==> config.mk <==
export PLATFORM = sky130hd
export DESIGN_NAME = cond_flags_reg
export DESIGN_NICKNAME = d
export VERILOG_FILES = /design/src/rtl/cond_flags_reg.sv
export SDC_FILE = /design/constraint.sdc
export NUM_CORES = 1
export LEC_CHECK = 0
export ABC_AREA = 1
export CORE_MARGIN = 5
export CORE_UTILIZATION = 46
export CTS_CLUSTER_SIZE = 40
export DETAILED_ROUTE_END_ITERATION = 10
export PLACE_DENSITY = 0.86
export SLEW_MARGIN = 20
export SYNTH_ARGS = -nofsm -noshare
export SYNTH_HDL_FRONTEND = slang
export SYNTH_SLANG_ARGS = --single-unit
==> constraint.sdc <==
create_clock -name clk -period 1.62 [get_ports clk]
set_input_delay 0.162 -clock clk [delete_from_list [all_inputs] [get_ports clk]]
set_output_delay 0.162 -clock clk [all_outputs]
set_load 0.1 [all_outputs]
==> src/rtl/cond_flags_reg.sv <==
// cond_flags_reg: architectural condition-flag register with a save/restore stack.
//
// Holds {Z,C,N,V} for the condition checker. Group-wise flag writes are enabled
// by FlagW and qualified by CondEx. Push/Pop save and restore the flag register
// on a small LIFO stack, so interrupt entry and return can preserve the flags.
//
// Parameters:
//   DEPTH      - number of save-stack entries, 1..15
//
// Ports:
//   clk        in  1  rising-edge clock
//   reset      in  1  synchronous active-high reset
//   ALUFlags   in  4  {Z,C,N,V} from the ALU
//   FlagW      in  2  bit1 writes Z/N, bit0 writes C/V
//   CondEx     in  1  condition passed; qualifies FlagW
//   Push       in  1  save flag register onto stack
//   Pop        in  1  restore flag register from stack top
//   Flags      out 4  flags to the condition checker
//   StackDepth out 4  entries currently held
//   StackEmpty out 1  StackDepth == 0
//   StackFull  out 1  StackDepth == DEPTH
//   StackErr   out 1  sticky push-when-full / pop-when-empty
//
// Build option:
//   COND_FLAGS_BYPASS_EN - when defined, Flags shows the current cycle's
//   qualified write merged over the register (except in a restoring Pop cycle).
//   When undefined, Flags is the register output only.

module cond_flags_reg #(
  parameter int unsigned DEPTH = 4
) (
  input  logic       clk,
  input  logic       reset,
  input  logic [3:0] ALUFlags,
  input  logic [1:0] FlagW,
  input  logic       CondEx,
  input  logic       Push,
  input  logic       Pop,
  output logic [3:0] Flags,
  output logic [3:0] StackDepth,
  output logic       StackEmpty,
  output logic       StackFull,
  output logic       StackErr
);

  localparam int unsigned IdxW     = (DEPTH > 1) ? $clog2(DEPTH) : 1;
  localparam logic [3:0]  DepthMax = 4'(DEPTH);

  logic [3:0]      fr_q, fr_d;
  logic [3:0]      depth_q, depth_d;
  logic            err_q, err_d;
  logic [3:0]      stack_q [DEPTH];

  logic            wzn, wcv;
  logic [3:0]      wr_mask;
  logic [3:0]      fr_wr;
  logic            empty, full;
  logic            push_req, pop_req;
  logic            do_push, do_pop;
  logic [3:0]      depth_m1;
  logic [IdxW-1:0] push_idx, pop_idx;

  // Qualified group write enables; mask lines up with {Z,C,N,V}.
  assign wzn     = FlagW[1] & CondEx;
  assign wcv     = FlagW[0] & CondEx;
  assign wr_mask = {wzn, wcv, wzn, wcv};
  assign fr_wr   = (fr_q & ~wr_mask) | (ALUFlags & wr_mask);

  assign empty = (depth_q == 4'd0);
  assign full  = (depth_q == DepthMax);

  // Push and Pop together cancel each other: no stack action, no error.
  assign push_req = Push & ~Pop;
  assign pop_req  = Pop & ~Push;
  assign do_push  = push_req & ~full;
  assign do_pop   = pop_req & ~empty;

  assign depth_m1 = depth_q - 4'd1;
  assign push_idx = depth_q[IdxW-1:0];
  assign pop_idx  = depth_m1[IdxW-1:0];

  always_comb begin
    fr_d    = fr_wr;
    depth_d = depth_q;
    err_d   = err_q;
    if (do_push) begin
      depth_d = depth_q + 4'd1;
    end
    if (do_pop) begin
      // Restore wins over any same-cycle flag write, both groups.
      fr_d    = stack_q[pop_idx];
      depth_d = depth_m1;
    end
    if ((push_req && full) || (pop_req && empty)) begin
      err_d = 1'b1;
    end
  end

  always_ff @(posedge clk) begin
    if (reset) begin
      fr_q    <= 4'b0000;
      depth_q <= 4'd0;
      err_q   <= 1'b0;
    end else begin
      fr_q    <= fr_d;
      depth_q <= depth_d;
      err_q   <= err_d;
    end
  end

  // Stack storage is not reset; nothing reads it while the depth is zero.
  // The saved value is the pre-update register, even if a write lands this cycle.
  always_ff @(posedge clk) begin
    if (!reset && do_push) begin
      stack_q[push_idx] <= fr_q;
    end
  end

`ifdef COND_FLAGS_BYPASS_EN
  // A restoring Pop is never bypassed: the restored value appears next cycle.
  assign Flags = do_pop ? fr_q : fr_wr;
`else
  assign Flags = fr_q;
`endif

  assign StackDepth = depth_q;
  assign StackEmpty = empty;
  assign StackFull  = full;
  assign StackErr   = err_q;

endmodule
==> results of run 1 <==
## final timing paths
kind / slack [ns] / from / endpoint
setup / recovery: 0.05 / StackDepth[0] / stack_q[0][3]
hold / removal: 0.49 / reset / StackDepth[0]
setup reg to reg: 0.05 / StackDepth[0] / stack_q[0][3]
hold reg to reg: 0.58 / register / stack_q[0][0]
## worst register-to-register path, stage by stage (launching register included)
cell and delay, ns:
dfxtp_4 0.41, inv_8 0.05, ha_4 0.19, nand3_4 0.13, nand2_2 0.09, nor2_2 0.15
nand2_1 0.12, inv_1 0.16
## cells by family after synthesis
| group | synth area share (%) |
|---|---|
| AO/OA/AOI/OAI | 7.923 |
| adder cells (fa/ha/maj) | 4.012 |
| buffers and inverters | 6.219 |
| flip-flops | 52.96 |
| AND/OR/NAND/NOR | 28.89 |
## cells in the final DEF, fill, tap and decap left out, types with 2 or more instances in the layout
master / n
o21ai_2: 4
nor2_1: 22
nand3_4: 2
nand3_1: 10
nand3_2: 2
dfxtp_4: 3
nand2_1: 24
nand2_2: 2
clkbuf_4: 3
o21ai_0: 8
nor2_4: 4
inv_1: 9
clkinvlp_4: 2
clkdlybuf4s50_1: 10
edfxtp_1: 16
dfxtp_1: 5
inv_2: 4
a21oi_2: 2
ha_1: 3
inv_4: 2
a21oi_1: 2
nor2_2: 6
buf_4: 11
buf_12: 11
## metrics by stage
stage               setup WS (ns)  std cells  power, uW  hold slack (ns)
CTS                       0.02263        195       1772           0.4918
global route             -0.01036        203       1898           0.4997
detailed placement        0.01781        191       1514           0.5701
global placement          0.09215        191       1500           0.5619
floorplan                 -0.2736        138       1263           0.2153
finish                    0.05369        203       1828           0.4867
## final cells by class
class                           instances  share of cell area [%]
Clock buffer                            3                   1.262
Clock inverter                          1                  0.2805
Inverter                               18                   4.909
Multi-Input combinational cell         94                   31.14
Sequential cell                        25                   37.73
Tap cell                               30                   2.104
Timing Repair Buffer                   32                   22.58
## power by group through the flow
| stage | logic, uW | registers [uW] | clock network, uW |
|---|---|---|---|
| final | 790 | 767 | 271 |
| after global routing | 836 | 772 | 290 |
| after CTS | 732 | 771 | 269 |
| after detailed placement | 730 | 785 | 0 |
| after global placement | 716 | 783 | 0 |
| after floorplan | 319 | 944 | 0 |
## metal layers
layer | wire length (um) | global-route usage (%) | share of wire [%]
met1 | 1205 | 19.43 | 41
met2 | 1514 | 29.59 | 52
met3 | 151 | 1.860 | 5.1
met4 | 68 | 6.970 | 2.3
met5 | 0 | 0 | 0
## repair_timing
action	in CTS	in global routing
gates resized for setup	0	2
endpoints found under the setup margin	0	3
buffers inserted	0	8
==> impl_metrics.toml, run 1 <==
[floorplanning]
io_pins = 22
initial_core_util_pct = 49.02
die_w_um = 62.08
fp-row-count = 18
die_height_um = 62.08
fp.dieArea_mm2 = 0.003853
coreArea_mm2 = 0.002545

[critical_path]
cp-start-kind = "register"
path_delay_family = "simple AND/OR/NAND/NOR gates"
path_cells = "inv_8, ha_4, nand3_4, nand2_2, nor2_2, nand2_1, inv_1"
crit_cells = 7
cp_slowest_stage_delay_ns = 0.41
critPathMaxFanout = 5
critPathSlowestCell = "dfxtp_4"
reg2regPathDepth = 7
worstPathRequired_ns = 1.65
critPathArrivalTime_ns = 1.59
worstSetupPathType = "register to register"
path_buf_inv = 2
end_kind = "register"

[clock_tree]
htree_levels = 1
clk_pin_slew_ns = 0.14
cts.path.max_buffers = 2
clock_latency_ns = 0.32
cts_sinks = 25
hold_buffers = 0
numCtsBuffers = 3
cts-root-buf = "clkbuf_4"
cts_tree = "built"

[yosys]
synth_top_cell_by_area = "edfxtp_1"
syn_area_mm2 = 0.001247
synthFlopType = "edfxtp_1"
synth_top_area_share_pct = 38.52
synth.net_count = 153
yosysSeqAreaShare_pct = 52.96
async_flop_share_pct = 0
synth_edf_count = 16
synthTopCellsByCount = "24 x nand2_1, 24 x nor2_1, 16 x edfxtp_1"
yosys_warnings = 0
ys_top_cells_by_area = "edfxtp_1 39%, dfxtp_1 14%, nand2_1 7.2%"
yosys_register_bits = 25
synth.distinct_cells = 20
synthCells = 138
synth.avg_cell_area_um2 = 9.039

[timing]
tns_ns = 0
setup_viol = 0
fin_skew_ns = 0.01212
hold_viol = 0
period_share_pct = 96.69
max_freq_ghz = 0.6384
tightest_slew_ns = 0.3445
slew_headroom_pct = 76.95
period_needed_ns = 1.566
slew_violations = 0

[drt]
dr.first_iter.drc_count = 41
vias_per_cell = 5.227
routed-via-count = 1061
drt_first_pass_iters = 4
totalWireLength_mm = 2.939
routedWlPerCell_um = 14.48
antenna_left = 0
route.detailed.drc = 0

[power]
switchingPower_uw = 723.3
p_comb_share_pct = 43.2
vdd_drop_max_mv = 0.8767
powerDensity_mw_per_mm2 = 1025
total_leakage_power_uw = 0.0007316
power.share.switching_pct = 39.57
p_seq_share_pct = 42.0
clkPwrFrac_pct = 14.8
internal_power_uw = 1105

[cells_and_area]
fin_util_pct = 70.11
fin_area_mm2 = 0.001784
regArea_um2 = 673.1
layout.nets = 189
drive_gt1_share_pct = 36.42
fill_cells = 177
syn_to_final_growth_pct = 43.03
multi_input_area_um2 = 555.5
diodes = 0

[placement]
dpl_cell_area_mm2 = 0.001687
port_buffers = 21
routabilityCongestion = 0.8724
hpwl_mm = 2.212

[worst_hold_path]
hold_class = "input port to register"
worstHoldPathCells = 2

[global_routing]
grt_pass1_wl_mm = 4.554
antenna_found_initial = 0
grtUsageTotal_pct = 16.37
grt_start_max_net_pins = 15
grt_overflow = 0
grt_pass1_vias = 1017

[outcome]
status = "complete, no violations"

[flow_run]
cap_violations = 0
Note: power is estimated with default switching activity, not from simulation.
==> inputs of run 2 (changes only) <==
--- a/config.mk
+++ b/config.mk
@@ -7,10 +7,10 @@
 export LEC_CHECK = 0
 export ABC_AREA = 1
 export CORE_MARGIN = 5
-export CORE_UTILIZATION = 46
+export CORE_UTILIZATION = 55
 export CTS_CLUSTER_SIZE = 40
 export DETAILED_ROUTE_END_ITERATION = 10
-export PLACE_DENSITY = 0.86
+export PLACE_DENSITY = 0.95
 export SLEW_MARGIN = 20
 export SYNTH_ARGS = -nofsm -noshare
 export SYNTH_HDL_FRONTEND = slang
==> constraint.sdc (replaced) <==
create_clock -name clk -period 1.95 [get_ports clk]
set_input_delay 0.195 -clock clk [delete_from_list [all_inputs] [get_ports clk]]
set_output_delay 0.195 -clock clk [all_outputs]
set_load 0.1 [all_outputs]
==> impl_metrics.toml, run 2 (synthesis results as in run 1) <==
[drt]
dr.first_iter.drc_count = 25
antenna_left = 0
vias_per_cell = 5.200
routedWlPerCell_um = 12.97
route.detailed.drc = 0
drt_first_pass_iters = 4
routed-via-count = 988
totalWireLength_mm = 2.464

[floorplanning]
fp-row-count = 17
coreArea_mm2 = 0.002191
initial_core_util_pct = 56.94
io_pins = 22
fp.dieArea_mm2 = 0.003321
die_height_um = 57.63
die_w_um = 57.63

[clock_tree]
clock_latency_ns = 0.30
clk_pin_slew_ns = 0.13
htree_levels = 1
cts_setup_buffers = 0
cts_sinks = 25
numCtsBuffers = 3
cts-root-buf = "clkbuf_4"
cts.path.max_buffers = 2
cts_resized = 0
cts_tree = "built"
hold_buffers = 0

[timing]
whs_ns = 0.5260
tns_ns = 0
period_needed_ns = 1.744
slew_violations = 0
slew_headroom_pct = 78.11
setup_viol = 0
hold_viol = 0
max_freq_ghz = 0.5733
rsz0062_at_grt = "false"
tightest_slew_ns = 0.3271
period_share_pct = 89.45
fin_skew_ns = 0.006615

[placement]
port_buffers = 21
routabilityCongestion = 0.9088
dp.cells = 186
hpwl_mm = 2.006

[worst_hold_path]
min_from = "ALUFlags[2]"
hold_class = "input port to register"
worstHoldPathCells = 5

[power]
power.total_uw = 1382
switchingPower_uw = 553.8
power.share.switching_pct = 40.06
powerDensity_mw_per_mm2 = 888.8
clkPwrFrac_pct = 15.9
p_comb_share_pct = 38.0
p_seq_share_pct = 46.0
vdd_drop_max_mv = 0.6484
internal_power_uw = 828.6
total_leakage_power_uw = 0.0006475

[global_routing]
grt_pass1_vias = 957
grt_pass1_wl_mm = 4.043
grtUsageTotal_pct = 15.59
grt_start_max_net_pins = 16
antenna_found_initial = 0
grt_overflow = 0

[flow_run]
cap_violations = 0

[critical_path]
r2r-start = "StackDepth[0]"
reg2regPathDepth = 7
critPathMaxFanout = 15
end_kind = "register"
worstPathRequired_ns = 1.94
timing.rr.end = "stack_q[2][1]"
critPathArrivalTime_ns = 1.73
r2r_slack_ns = 0.21
worstSetupPathType = "register to register"
cp-start-kind = "register"

[cells_and_area]
fill_cells = 167
drive_gt1_share_pct = 29.01
multi_input_area_um2 = 533.0
syn_to_final_growth_pct = 24.67
diodes = 0
final_cell_mix = "24 x nor2_1, 24 x nand2_1, 16 x edfxtp_1"
layout.nets = 178
final_cells = 190
regArea_um2 = 673.1

[outcome]
status = "complete, no violations"
==> run 2: worst max path at each step <==
stage                        from             to  slack, ns  cells past startpoint
floorplan           StackDepth[1]       StackErr      0.005                      8
global placement             Push  stack_q[1][1]       0.19                      7
detailed placement           Push  stack_q[2][1]       0.12                      7
CTS                 StackDepth[0]  stack_q[2][1]       0.22                      7
global route        StackDepth[0]  stack_q[2][0]       0.06                      7
finish              StackDepth[0]  stack_q[2][1]       0.21                      7
==> run 2: metal layers <==
metal / global-route usage, % / vias to the layer above / wire length (um)
met4: 5.298 / 0 / 52
met1: 18.82 / 453 / 1064
met3: 3.118 / 4 / 155
li1: - / 500 / -
met2: 27.58 / 31 / 1191
met5: 0 / - / 0
==> run 2: layout make-up <==
class | count | area share, %
clock inverter | 1 | 0.4827
timing repair buffer | 21 | 13.35
multi-input combinational | 94 | 34.27
inverter | 18 | 4.907
clock buffer | 3 | 1.448
tap | 28 | 2.253
sequential | 25 | 43.28
==> run 2: worst max-delay path, stage by stage (launching register included) <==
cell	delay (ns)
dfxtp_4	0.47
inv_4	0.09
ha_4	0.20
nand3_4	0.12
nand2_2	0.08
nor2_2	0.11
inv_1	0.08
nor2_1	0.27
==> run 2: metrics by stage <==
step / worst slack, ns / util, % / area, um^2
finish: 0.2058 / 70.99 / 1555
global route: 0.06270 / 70.99 / 1555
CTS: 0.2163 / 70.99 / 1555
detailed placement: 0.1231 / 69.62 / 1525
global placement: 0.1931 / 69.62 / 1525
floorplan: 0.005042 / - / 1290
==> run 2: power groups by stage <==
stage / clock, uW / sequential (uW) / combinational, uW
floorplan: 0 / 782 / 254
global placement: 0 / 647 / 513
detailed placement: 0 / 648 / 527
CTS: 227 / 636 / 528
global route: 251 / 643 / 558
finish: 220 / 636 / 526
==> inputs of run 3 (changes only) <==
--- a/config.mk
+++ b/config.mk
@@ -11,6 +11,7 @@
 export CTS_CLUSTER_SIZE = 40
 export DETAILED_ROUTE_END_ITERATION = 10
 export PLACE_DENSITY = 0.95
+export SKIP_CTS_REPAIR_TIMING = 1
 export SLEW_MARGIN = 20
 export SYNTH_ARGS = -nofsm -noshare
 export SYNTH_HDL_FRONTEND = slang
==> results of run 3 <==
Same layout as run 2: the final DEF is identical, and so are final timing and power.
